$ cat src/rtl/dispatch_2way_buffer_if.sv
// Handshake and payload bundle for dispatch_2way_buffer.
//   slave  : the buffer's view. It receives the producer stream and the consumer
//            ready bits, and drives ready, route, both output heads and the counts.
//   master : the environment's view, with every direction reversed.
// Signals:
//   flush_i          synchronous clear of both FIFOs
//   valid_i/ready_o  producer handshake; data_i is the payload
//   dest_i, any_i    explicit destination, or "first port with space" mode
//   route_o          port the current input word is steered to
//   valid_o/ready_i  per-port consumer handshake (bit k = port k)
//   data0_o/data1_o  FIFO head words
//   cnt0_o/cnt1_o    FIFO occupancies
interface dispatch_2way_buffer_if #(
    parameter int DATA_W = 32,
    parameter int DEPTH  = 2
);
    localparam int CW = $clog2(DEPTH) + 1;

    logic              flush_i;
    logic              valid_i;
    logic              ready_o;
    logic [DATA_W-1:0] data_i;
    logic              dest_i;
    logic              any_i;
    logic              route_o;
    logic [1:0]        valid_o;
    logic [1:0]        ready_i;
    logic [DATA_W-1:0] data0_o;
    logic [DATA_W-1:0] data1_o;
    logic [CW-1:0]     cnt0_o;
    logic [CW-1:0]     cnt1_o;

    modport slave (
        input  flush_i, valid_i, data_i, dest_i, any_i, ready_i,
        output ready_o, route_o, valid_o, data0_o, data1_o, cnt0_o, cnt1_o
    );

    modport master (
        output flush_i, valid_i, data_i, dest_i, any_i, ready_i,
        input  ready_o, route_o, valid_o, data0_o, data1_o, cnt0_o, cnt1_o
    );
endinterface

$ cat src/rtl/dispatch_2way_buffer.sv
// dispatch_2way_buffer: steers one valid/ready stream into two independent
// output FIFOs. A word goes either to dest_i or, in "any" mode, to FIFO 0
// unless that FIFO is full, in which case it goes to FIFO 1.
// Ports:
//   clk_i  rising-edge clock
//   rst_i  asynchronous active-high reset; clears pointers, counts and storage
//   bus    dispatch_2way_buffer_if.slave (see the interface file for the signal list)
// ready_o is a function of registered occupancy, any_i, dest_i, flush_i and
// rst_i only, so there is no combinational path from valid_i or ready_i to it.
// A full FIFO therefore does not accept a word in the same cycle it pops one.
module dispatch_2way_buffer #(
    parameter int DATA_W = 32,
    parameter int DEPTH  = 2
) (
    input  logic                   clk_i,
    input  logic                   rst_i,
    dispatch_2way_buffer_if.slave  bus
);
    localparam int AW = $clog2(DEPTH);
    localparam int CW = AW + 1;

    logic [DATA_W-1:0] mem_r    [2][DEPTH];
    logic [AW-1:0]     wr_ptr_r [2];
    logic [AW-1:0]     rd_ptr_r [2];
    logic [CW-1:0]     cnt_r    [2];

    logic [1:0] full_s;
    logic [1:0] empty_s;
    logic [1:0] push_s;
    logic [1:0] pop_s;
    logic       route_s;
    logic       ready_s;

    // Routing, input ready and the per-FIFO push/pop strobes.
    always_comb begin
        full_s   = 2'b00;
        empty_s  = 2'b00;
        route_s  = 1'b0;
        ready_s  = 1'b0;
        push_s   = 2'b00;
        pop_s    = 2'b00;

        full_s[0]  = (cnt_r[0] == CW'(DEPTH));
        full_s[1]  = (cnt_r[1] == CW'(DEPTH));
        empty_s[0] = (cnt_r[0] == {CW{1'b0}});
        empty_s[1] = (cnt_r[1] == {CW{1'b0}});

        if (bus.any_i) begin
            route_s = full_s[0];
        end else begin
            route_s = bus.dest_i;
        end

        // Reset and flush both close the input so nothing lands in a FIFO being cleared.
        if (rst_i || bus.flush_i) begin
            ready_s = 1'b0;
        end else if (bus.any_i) begin
            ready_s = !(full_s[0] && full_s[1]);
        end else begin
            ready_s = !full_s[bus.dest_i];
        end

        push_s[0] = bus.valid_i & ready_s & ~route_s;
        push_s[1] = bus.valid_i & ready_s &  route_s;
        pop_s     = ~empty_s & bus.ready_i;
    end

    // FIFO storage, pointers and occupancy counts for both ports.
    always_ff @(posedge clk_i or posedge rst_i) begin
        if (rst_i) begin
            for (int k = 0; k < 2; k++) begin
                wr_ptr_r[k] <= {AW{1'b0}};
                rd_ptr_r[k] <= {AW{1'b0}};
                cnt_r[k]    <= {CW{1'b0}};
                for (int e = 0; e < DEPTH; e++) begin
                    mem_r[k][e] <= {DATA_W{1'b0}};
                end
            end
        end else if (bus.flush_i) begin
            // Storage is left as-is; with zero counts the stale words are unreachable.
            for (int k = 0; k < 2; k++) begin
                wr_ptr_r[k] <= {AW{1'b0}};
                rd_ptr_r[k] <= {AW{1'b0}};
                cnt_r[k]    <= {CW{1'b0}};
            end
        end else begin
            for (int k = 0; k < 2; k++) begin
                if (push_s[k]) begin
                    mem_r[k][wr_ptr_r[k]] <= bus.data_i;
                    wr_ptr_r[k]           <= wr_ptr_r[k] + AW'(1);
                end else begin
                    wr_ptr_r[k] <= wr_ptr_r[k];
                end
                if (pop_s[k]) begin
                    rd_ptr_r[k] <= rd_ptr_r[k] + AW'(1);
                end else begin
                    rd_ptr_r[k] <= rd_ptr_r[k];
                end
                case ({push_s[k], pop_s[k]})
                    2'b10:   cnt_r[k] <= cnt_r[k] + CW'(1);
                    2'b01:   cnt_r[k] <= cnt_r[k] - CW'(1);
                    default: cnt_r[k] <= cnt_r[k];
                endcase
            end
        end
    end

    assign bus.ready_o = ready_s;
    assign bus.route_o = route_s;
    assign bus.valid_o = ~empty_s;
    assign bus.data0_o = mem_r[0][rd_ptr_r[0]];
    assign bus.data1_o = mem_r[1][rd_ptr_r[1]];
    assign bus.cnt0_o  = cnt_r[0];
    assign bus.cnt1_o  = cnt_r[1];
endmodule

$ cat src/flat_wrapper.sv
// flat-port wrapper written by rule: the top's interface ports become plain ports
module dispatch_2way_buffer_flat 
#(
    parameter int DATA_W = 32,
    parameter int DEPTH  = 2
)
  (clk_i, rst_i, bus_flush_i, bus_valid_i, bus_data_i, bus_dest_i, bus_any_i, bus_ready_i, bus_ready_o, bus_route_o, bus_valid_o, bus_data0_o, bus_data1_o, bus_cnt0_o, bus_cnt1_o);
  dispatch_2way_buffer_if #(.DATA_W(DATA_W), .DEPTH(DEPTH)) bus_i ();
  input  logic clk_i;
  input  logic rst_i;
  input wire logic [$bits(bus_i.flush_i)-1:0] bus_flush_i;
  input wire logic [$bits(bus_i.valid_i)-1:0] bus_valid_i;
  input wire logic [$bits(bus_i.data_i)-1:0] bus_data_i;
  input wire logic [$bits(bus_i.dest_i)-1:0] bus_dest_i;
  input wire logic [$bits(bus_i.any_i)-1:0] bus_any_i;
  input wire logic [$bits(bus_i.ready_i)-1:0] bus_ready_i;
  output wire logic [$bits(bus_i.ready_o)-1:0] bus_ready_o;
  output wire logic [$bits(bus_i.route_o)-1:0] bus_route_o;
  output wire logic [$bits(bus_i.valid_o)-1:0] bus_valid_o;
  output wire logic [$bits(bus_i.data0_o)-1:0] bus_data0_o;
  output wire logic [$bits(bus_i.data1_o)-1:0] bus_data1_o;
  output wire logic [$bits(bus_i.cnt0_o)-1:0] bus_cnt0_o;
  output wire logic [$bits(bus_i.cnt1_o)-1:0] bus_cnt1_o;
  assign bus_i.flush_i = bus_flush_i;
  assign bus_i.valid_i = bus_valid_i;
  assign bus_i.data_i = bus_data_i;
  assign bus_i.dest_i = bus_dest_i;
  assign bus_i.any_i = bus_any_i;
  assign bus_i.ready_i = bus_ready_i;
  assign bus_ready_o = bus_i.ready_o;
  assign bus_route_o = bus_i.route_o;
  assign bus_valid_o = bus_i.valid_o;
  assign bus_data0_o = bus_i.data0_o;
  assign bus_data1_o = bus_i.data1_o;
  assign bus_cnt0_o = bus_i.cnt0_o;
  assign bus_cnt1_o = bus_i.cnt1_o;
  dispatch_2way_buffer #(.DATA_W(DATA_W), .DEPTH(DEPTH)) u_core (.clk_i(clk_i), .rst_i(rst_i), .bus(bus_i));
endmodule
$ cat config.mk
export PLATFORM = sky130hd
export DESIGN_NAME = dispatch_2way_buffer_flat
export DESIGN_NICKNAME = d
export VERILOG_FILES = /design/src/rtl/dispatch_2way_buffer_if.sv /design/src/rtl/dispatch_2way_buffer.sv /design/src/flat_wrapper.sv
export SDC_FILE = /design/constraint.sdc
export NUM_CORES = 1
export LEC_CHECK = 0
export ABC_AREA = 1
export CORE_ASPECT_RATIO = 1.1
export CORE_MARGIN = 1.5
export CORE_UTILIZATION = 47
export CTS_CLUSTER_SIZE = 12
export DETAILED_ROUTE_END_ITERATION = 6
export PLACE_DENSITY = 0.73
export SYNTH_ARGS = -nofsm -noshare
export SYNTH_HDL_FRONTEND = slang
export SYNTH_SLANG_ARGS = --single-unit
$ cat constraint.sdc
create_clock -name clk_i -period 4.3 [get_ports clk_i]
set_input_delay 0.43 -clock clk_i [delete_from_list [all_inputs] [get_ports clk_i]]
set_output_delay 0.43 -clock clk_i [all_outputs]
set_load 0.1 [all_outputs]
Word-level counts from Yosys, hierarchy flattened
Cells that the tools add are included.

Bitwise operators: 11. Add/subtract/negate cells: 8. Equal/unequal tests: 6. Reductions and logical operators: 16. $lt $le $gt $ge: 7. Multiplexer cells: 26.

Operator list (count): $mux 32 (8); $bwmux 64 (2); $demux 32 s1 (2); $mux 1 (9); $eq 2x2->1 const B (4); $ge 2x2->1 const B (4); $not 1->2 (4); $pmux 2 s2 (2); $reduce_bool 2->1 (4); $reduce_bool 3->1 (2); $add 1x1->1 const B (4); $add 2x1->2 const B (2); $eq 2x1->1 const B (2); $logic_not 2->1 (2); $lt 2x1->1 const B (2); $mux 2 (2); $mux 4 (1); $reduce_and 2->1 (2); $sub 2x1->2 const B (2); $and 1x1->1 (3); $logic_and 1x1->1 (3); $and 2x2->2 (1); $logic_not 1->1 (2); $lt 1x2->1 const B (1); 3 further kinds (4).

Register bits after elaboration: 136. Output and inout port bits: 72. Word-level logic and storage cells: 84. Bits of input ports: 40.

Longest topological paths before layout
Depth after elaboration: 11. Depth in mapped cells: 10. Depth with buffers taken out: 10.

Worst setup path before layout
Ideal clock, no wire load.

Path kind: reg2out. Start point: reg u_core.cnt_r, in the netlist u_core.bus.cnt0_o[0]. End point: out bus_ready_o. Cell stages (with the launch flop): 5. Arrival: 3.485 ns. Path buffers: 0. Slack: 0.385 ns. Cells stage by stage: dfrtp_1 inv_2 nand2_2 nand2_2 a21boi_0.

Cells in the longest elaborated chain, start to end: 6. Elaborated cells between the ends (all ways): 8.

RTL lines: start, declared (line dispatch_2way_buffer.sv:25) `logic [CW-1:0] cnt_r [2];`; start signal, assigned by index (line dispatch_2way_buffer.sv:74) `cnt_r[k] <= {CW{1'b0}};`; start signal, assigned by index (line dispatch_2way_buffer.sv:84) `cnt_r[k] <= {CW{1'b0}};`; start signal, assigned by index (line dispatch_2way_buffer.sv:100) `2'b10: cnt_r[k] <= cnt_r[k] + CW'(1);`; $eq 2x2->1 * (line dispatch_2way_buffer.sv:43) `full_s[0] = (cnt_r[0] == CW'(DEPTH));`; $mux 1 (not written as such) (2 in a row) (line dispatch_2way_buffer.sv:60) `ready_s = !full_s[bus.dest_i];`; $logic_not 1->1 (line dispatch_2way_buffer.sv:60); $mux 1 * (line dispatch_2way_buffer.sv:57) `end else if (bus.any_i) begin`; $mux 1 * (line dispatch_2way_buffer.sv:55) `if (rst_i || bus.flush_i) begin`; end, declared (line flat_wrapper.sv:17) `output wire logic [$bits(bus_i.ready_o)-1:0] bus_ready_o;`.

Every way passes the cells marked *; elsewhere a longest branch is shown, timed or not. The select of a mux whose other input is x is not followed.

Worst setup path after layout
Start point: reg u_core.rd_ptr_r[0] (netlist name). End point: out bus_data1_o[17].

Cells in the longest elaborated chain, start to end: 4.

RTL lines: start, declared (line dispatch_2way_buffer.sv:24) `logic [AW-1:0] rd_ptr_r [2];`; start signal, assigned by index (line dispatch_2way_buffer.sv:73) `rd_ptr_r[k] <= {AW{1'b0}};`; start signal, assigned by index (line dispatch_2way_buffer.sv:83) `rd_ptr_r[k] <= {AW{1'b0}};`; start signal, assigned by index (line dispatch_2way_buffer.sv:95) `rd_ptr_r[k] <= rd_ptr_r[k] + AW'(1);`; $not 1->2 (not written as such) (line dispatch_2way_buffer.sv:112) `assign bus.data1_o = mem_r[1][rd_ptr_r[1]];`; $mux 32 (not written as such) (3 in a row) (line dispatch_2way_buffer.sv:112); end, declared (line flat_wrapper.sv:21) `output wire logic [$bits(bus_i.data1_o)-1:0] bus_data1_o;`.

No other way between the ends. The select of a mux whose other input is x is not followed.

==> results.yml <==
final_layout:
  drive_above_1_share_pct: 20.4
  area_delta_synth_final_pct: 38.6
  diodes: 0
  nets: 865
  final_common_cell: "nand2_1"
  final_cell_mix: "nand2_1, dfrtp_1, buf_12"
timing:
  worstMarginPinSlew_ps: 1070
  fmax_ghz: 0.313
  finalHoldViolCount: 0
  period_needed_ps: 3190
  setup_ws_ps: 1110
  maxSlewViolCount: 0
  max_slew_margin_pct: 28.1
  fin_skew_ps: 6.58
  rsz0062_at_grt: "false"
  holdWs_ps: 481
  finalSetupViolCount: 0
  fin_crit_sh_pct: 74.2
  final.setup.tns_ps: 0
clock_network:
  cts_root_buf: "clkbuf_16"
  cts_setup_buffers: 0
  cts_resized: 0
  cts_tree: "done"
  clockBufferDepth: 2
  cts-htree-levels: 4
  postCtsHoldBufs: 0
  cts.sinks: 136
  clkTransAtPathRegs_ps: 60
  cts_buffers: 17
  clock_latency_ps: 410
die:
  placementRows: 43
  start_util_pct: 48.6
  core_area_um2: 12700
  die_x_um: 112
  dieArea_um2: 13800
  die_h_um: 123
  io_pins: 112
setup_path:
  crit_path_max_fanout: 34
  arrival_ps: 2760
  required_ps: 3870
  endpoint_kind: "output port"
  crit_type: "register to output port"
  startpoint_type: "register"
power_and_ir_drop:
  powerDensity_nw_per_um2: 712
  peakVddDrop_mv: 0.485
  power.total_mw: 6.09
  leakage_nw: 4.29
detailed_routing:
  viasPerCell: 5.18
  drtIter0Drc: 381
  wl_per_cell_um: 14.6
  ant_nets: 0
  routed_wl_um: 14500
  drc: 7
  vias: 5156
  first_pass_iters: 7
outcome:
  violations: "DRC"
  status: "finished with violations"
place:
  dp_slack_ps: 1170
  io_buffers: 111
  hpwl_um: 8970
  gp_congestion: 0.805
logic_synthesis:
  yosys_warnings: 0
  syn_area_um2: 6170
  postSynthAreaPerCell_um2: 8.45
  synth_cell_types: 22
  seq_area_frac_synth_pct: 55.2
  ys_ff_latch: 136
  synth_fp_nets: 770
  synthCells: 730
grt:
  grt_overflow: 0
  grt_pass1_wl_um: 24500
  antenna_found_initial: 0
  grt_max_degree: 112
  first_global_vias: 5134
  gr-usage-all-layers_pct: 22.5
job:
  cap_violations: 0
min_path:
  hold_path_class: "register to register"
## worst max-delay path: stages (launching register included)
cell and delay (ps):
dfrtp_1 320, buf_4 370, clkinv_1 960, nand2_1 310
nand2_1 180, buf_12 210
## metrics by stage
step | cells | utilization (%) | area [um^2]
after floorplan | 730 | - | 6170
after global placement | 963 | 62.4 | 7920
after detailed placement | 963 | 62.4 | 7920
after CTS | 995 | 67.3 | 8550
after global routing | 995 | 67.3 | 8550
final | 995 | 67.3 | 8550
## logic make-up (layout without fill, tap and decap cells)
family                 count (synthesis)  after routing  synth area share, %
and+or+nand+nor                      374            374                 24.3
DFF                                  136            136                 55.2
AOI/OAI and AO/OA                    134            134                 13.7
buffers and inverters                 86            194                 6.85
## path summary, 6_finish.rpt
| kind | start | to | slack, ps | depth (start not counted) |
|---|---|---|---|---|
| worst min-delay path | u_core.mem_r[45] | u_core.mem_r[45] | 480 | 2 |
| worst min register to register | u_core.mem_r[45] | u_core.mem_r[45] | 480 | 2 |
| worst max-delay path | u_core.rd_ptr_r[0] | bus_data1_o[17] | 1110 | 5 |
| min in group asynchronous | rst_i | u_core.bus.cnt0_o[0] | 670 | 2 |
| worst max register to register | u_core.rd_ptr_r[0] | u_core.rd_ptr_r[0] | 1980 | 4 |
| max in group asynchronous | rst_i | u_core.mem_r[38] | 2690 | 3 |
## where the power goes
part | internal (mW) | switching, mW
registers | 1.54 | 0.146
logic | 0.926 | 1.96
clock network | 0.996 | 0.528
total | 3.46 | 2.63
## per-layer routing
| layer | share of wire [%] | vias to the layer above | track usage (%) |
|---|---|---|---|
| li1 | - | 2495 | - |
| met1 | 43 | 2473 | 28.8 |
| met2 | 51 | 166 | 38.4 |
| met3 | 4.9 | 22 | 4.56 |
| met4 | 1.4 | 0 | 8.39 |
| met5 | 0 | - | 0 |
## area by class of cell
class                           count  area [um^2]
Fill cell                         977         4150
Timing Repair Buffer              117         1800
Inverter                           45          174
Tap cell                          157          196
Sequential cell                   136         3400
Clock buffer                       19          453
Clock inverter                     13          176
Multi-Input combinational cell    508         2350
## registers in the layout, summed over array words and instances (netlist names)
| signal | count |
|---|---|
| u_core.bus.cnt0_o | 2 |
| u_core.bus.cnt1_o | 2 |
| u_core.mem_r | 128 |
| u_core.rd_ptr_r | 2 |
| u_core.wr_ptr_r | 2 |
## cells in the mapped netlist
master | number | area (um^2)
a21boi_0 | 1 | 7.51
nand4_1 | 5 | 31.3
a21oi_1 | 3 | 15.0
o21ai_1 | 52 | 260
nand3_1 | 7 | 35.0
nor2_1 | 2 | 7.51
dfrtp_1 | 136 | 3400
buf_2 | 8 | 40.0
clkinv_1 | 2 | 7.51
nand2_2 | 12 | 75.1
inv_2 | 3 | 11.3
nand4_2 | 1 | 12.5
nand2_1 | 342 | 1280
nand4_4 | 1 | 21.3
buf_6 | 12 | 135
inv_1 | 40 | 150
o21ai_0 | 32 | 160
nand2_4 | 1 | 11.3
nand3b_1 | 1 | 7.51
or2_1 | 2 | 12.5
o21ai_2 | 46 | 403
clkbuf_1 | 21 | 78.8
(Power assumes the default switching activity.)
==> variant: new RTL, config.mk and constraints unchanged <==
`DEPTH` is set to 2 in 3 places; all go to 4.
--- a/src/rtl/dispatch_2way_buffer_if.sv
+++ b/src/rtl/dispatch_2way_buffer_if.sv
@@ -12,7 +12,7 @@
 //   cnt0_o/cnt1_o    FIFO occupancies
 interface dispatch_2way_buffer_if #(
     parameter int DATA_W = 32,
-    parameter int DEPTH  = 2
+    parameter int DEPTH  = 4
 );
     localparam int CW = $clog2(DEPTH) + 1;
 
--- a/src/rtl/dispatch_2way_buffer.sv
+++ b/src/rtl/dispatch_2way_buffer.sv
@@ -10,7 +10,7 @@
 // A full FIFO therefore does not accept a word in the same cycle it pops one.
 module dispatch_2way_buffer #(
     parameter int DATA_W = 32,
-    parameter int DEPTH  = 2
+    parameter int DEPTH  = 4
 ) (
     input  logic                   clk_i,
     input  logic                   rst_i,
--- a/src/flat_wrapper.sv
+++ b/src/flat_wrapper.sv
@@ -2,7 +2,7 @@
 module dispatch_2way_buffer_flat 
 #(
     parameter int DATA_W = 32,
-    parameter int DEPTH  = 2
+    parameter int DEPTH  = 4
 )
   (clk_i, rst_i, bus_flush_i, bus_valid_i, bus_data_i, bus_dest_i, bus_any_i, bus_ready_i, bus_ready_o, bus_route_o, bus_valid_o, bus_data0_o, bus_data1_o, bus_cnt0_o, bus_cnt1_o);
   dispatch_2way_buffer_if #(.DATA_W(DATA_W), .DEPTH(DEPTH)) bus_i ();
Interface: changed (resized bus_cnt0_o and bus_cnt1_o); port bits go from 112 to 114. No check against the original RTL was run, so the function may have changed too.
==> variant against the unedited design <==
Synthesized area grew 95%; combinational power shrank 2%; critical path type unchanged; design area grew 62%; worst hold slack lost 0.083 ns; sequential cell count grew 134; routed wire length grew 95%; clock power grew 50%; synthesized cell count grew 83%; setup slack gained 0.086 ns; power grew 33%; count of clock-buffer cells in the layout grew 25.
==> variant: results (changes against the unedited design) <==
- The standby leakage power is 6.66 nW (+55%).
- The maximum number of pins on one net before global-route repair was 100 (-11%).
- Max VDD drop: 331 uV (-32%)
- The commonest cells after synthesis are nand2_1 (282), dfrtp_1 (270), o21ai_0 (227).
* Arrival @ worst endpoint: 2.67 ns (-0.09 ns)
- The H-tree depth came to 1 (-3).
* Number of CTS-inserted buffers: 28 (+11)
- The post-synthesis net count was 1385 (+80%).
- The post-placement cell count is 1684 (+75%).
- Clock transition at the registers of the reported paths: 0.06 ns (about the same)
* Sw Ratio: 0.406 (-0.0263)
- Via count of the first global-routing pass: 9329 (+82%)
- CTS placed an instance of clkbuf_16 at the clock tree root.
* Final clock skew: 0.0155 ns (+0.00889 ns)
- Worst hold slack: 0.398 ns (-0.0828 ns)
- The startpoint identified for the worst register-to-register timing path is u_core.bus.cnt0_o[1]$_DFFE_PP0P_.
* Top post-synthesis cells by area: dfrtp_1 (56%), o21ai_0 (9.5%), nand2_1 (8.8%)
- The number of cell instances on the worst register-to-register path is 13 (+9).
* Max FFs per register: 256 (+100%)
- Synth unique cells: 28 (+27%)
- Gr usage total: 0.221 (-0.00448)
* Tightest Hold Check Type: in -> async
- RR Endpoint: u_core.bus.cnt1_o[2]$_DFFE_PP0P_
- The overall via count from detail_route was 9447 (+83%).
- Latest clock arrival within the worst-skew pair: 0.53 ns (+0.12 ns)
- Result of the run: complete, no violations
- The share of post-route cells with drive strength above 1 came to 0.110 (-0.0945).
- DP Wirelength: 16400 um (+83%)
* Most instantiated flip-flop cell in the synthesis netlist: dfrtp_1
- The reg-to-reg setup timing slack came to 2.08 ns (+0.10 ns).
* Ant diodes: 0 (unchanged)
* Routed WL: 28400 um (+95%)
- Routability Congestion: 0.783 (-2.7%)
* Largest registers ranked by flip-flop count: u_core.mem_r: 256 flops, u_core.rd_ptr_r: 4 flops, u_core.wr_ptr_r: 4 flops
- The post-CTS setup buffer count is 0 (unchanged).
* Post-synthesis sequential area ratio: 0.562 (+0.0107)
- Buffers added on ports: 113 (+1.8%)
- The wire length of the first global-routing pass came to 47500 um (+94%).
- The number of DRC violations after detailed-routing iteration 0 was 718 (+88%).
* Antenna violations before repair: 0 (unchanged)
* Router iterations before antenna repair: 6 (-1)
- The largest fanout of any net on the critical path came to 18 (-47%).
- The average size of a mapped cell came to 9.00 um^2 (+6.5%).
* Worst-margin pin slew: 1.14 ns (+0.0718 ns)
* Share of synthesized registers carrying an async set or reset: 1.00 (unchanged)
* Number of fillers in the final layout: 2304 (+140%)
* Post-route insts no fill: 1730 (+74%)
- Largest buffer count on any clock path: 3 (+1)
variant: per-stage QoR:
step	area (um^2)	setup WS (ns)	util	total power [mW]
2_1_floorplan	12000	0.303	-	5.23
3_3_place_gp	13000	1.57	0.515	5.85
3_5_place_dp	13000	1.55	0.515	5.88
4_1_cts	13800	1.18	0.549	8.16
5_1_grt	13800	1.07	0.549	8.45
6_report	13800	1.20	0.549	8.10
variant: critical path, stage by stage, from the launching register on:
cell and delay (ns):
dfrtp_1 0.37, inv_1 0.57, buf_4 0.38, o21ai_0 0.14, o22ai_1 0.42, buf_12 0.24
variant: worst max path at each step:
stage / slack [ns] / startpoint / to
floorplan: 0.30 / rst_i / u_core.bus.cnt0_o[0]$_DFFE_PP0P_
global placement: 1.57 / bus_any_i / bus_route_o
detailed placement: 1.55 / bus_any_i / bus_route_o
CTS: 1.18 / u_core.rd_ptr_r[3]$_DFFE_PP0P_ / bus_data0_o[29]
global route: 1.07 / u_core.rd_ptr_r[1]$_DFFE_PP0P_ / bus_data1_o[11]
finish: 1.20 / u_core.rd_ptr_r[3]$_DFFE_PP0P_ / bus_data0_o[29]
variant: cells by family after synthesis:
kind of cell | synth area share
compound gates | 0.205
flops | 0.562
buf+inv | 0.0660
xor+xnor | 0.00292
fa+ha+maj | 0.0117
simple gates | 0.153
variant: layout make-up:
type	count	area [um^2]	share of cell area
Tap cell	315	394	0.0285
Inverter	55	215	0.0156
Clock buffer	44	842	0.0609
Timing Repair Buffer	123	1140	0.0827
Multi-Input combinational cell	921	4470	0.323
Clock inverter	2	13.8	0.000995
Sequential cell	270	6760	0.489
variant: power groups by stage:
stage / Clock, mW / Sequential, mW / Combinational (mW)
after floorplan: 0 / 3.03 / 2.20
after global routing: 2.43 / 3.03 / 2.98
final: 2.28 / 3.00 / 2.82
after CTS: 2.32 / 3.00 / 2.85
after global placement: 0 / 3.03 / 2.82
after detailed placement: 0 / 3.04 / 2.84
variant: metal layers:
metal  global-route usage  share of wire  up-vias
met3               0.0296          0.052       34
met5                    0              0        -
met2                0.379           0.49      264
met1                0.297           0.44     4552
met4               0.0567          0.017        0
li1                     -              -     4597
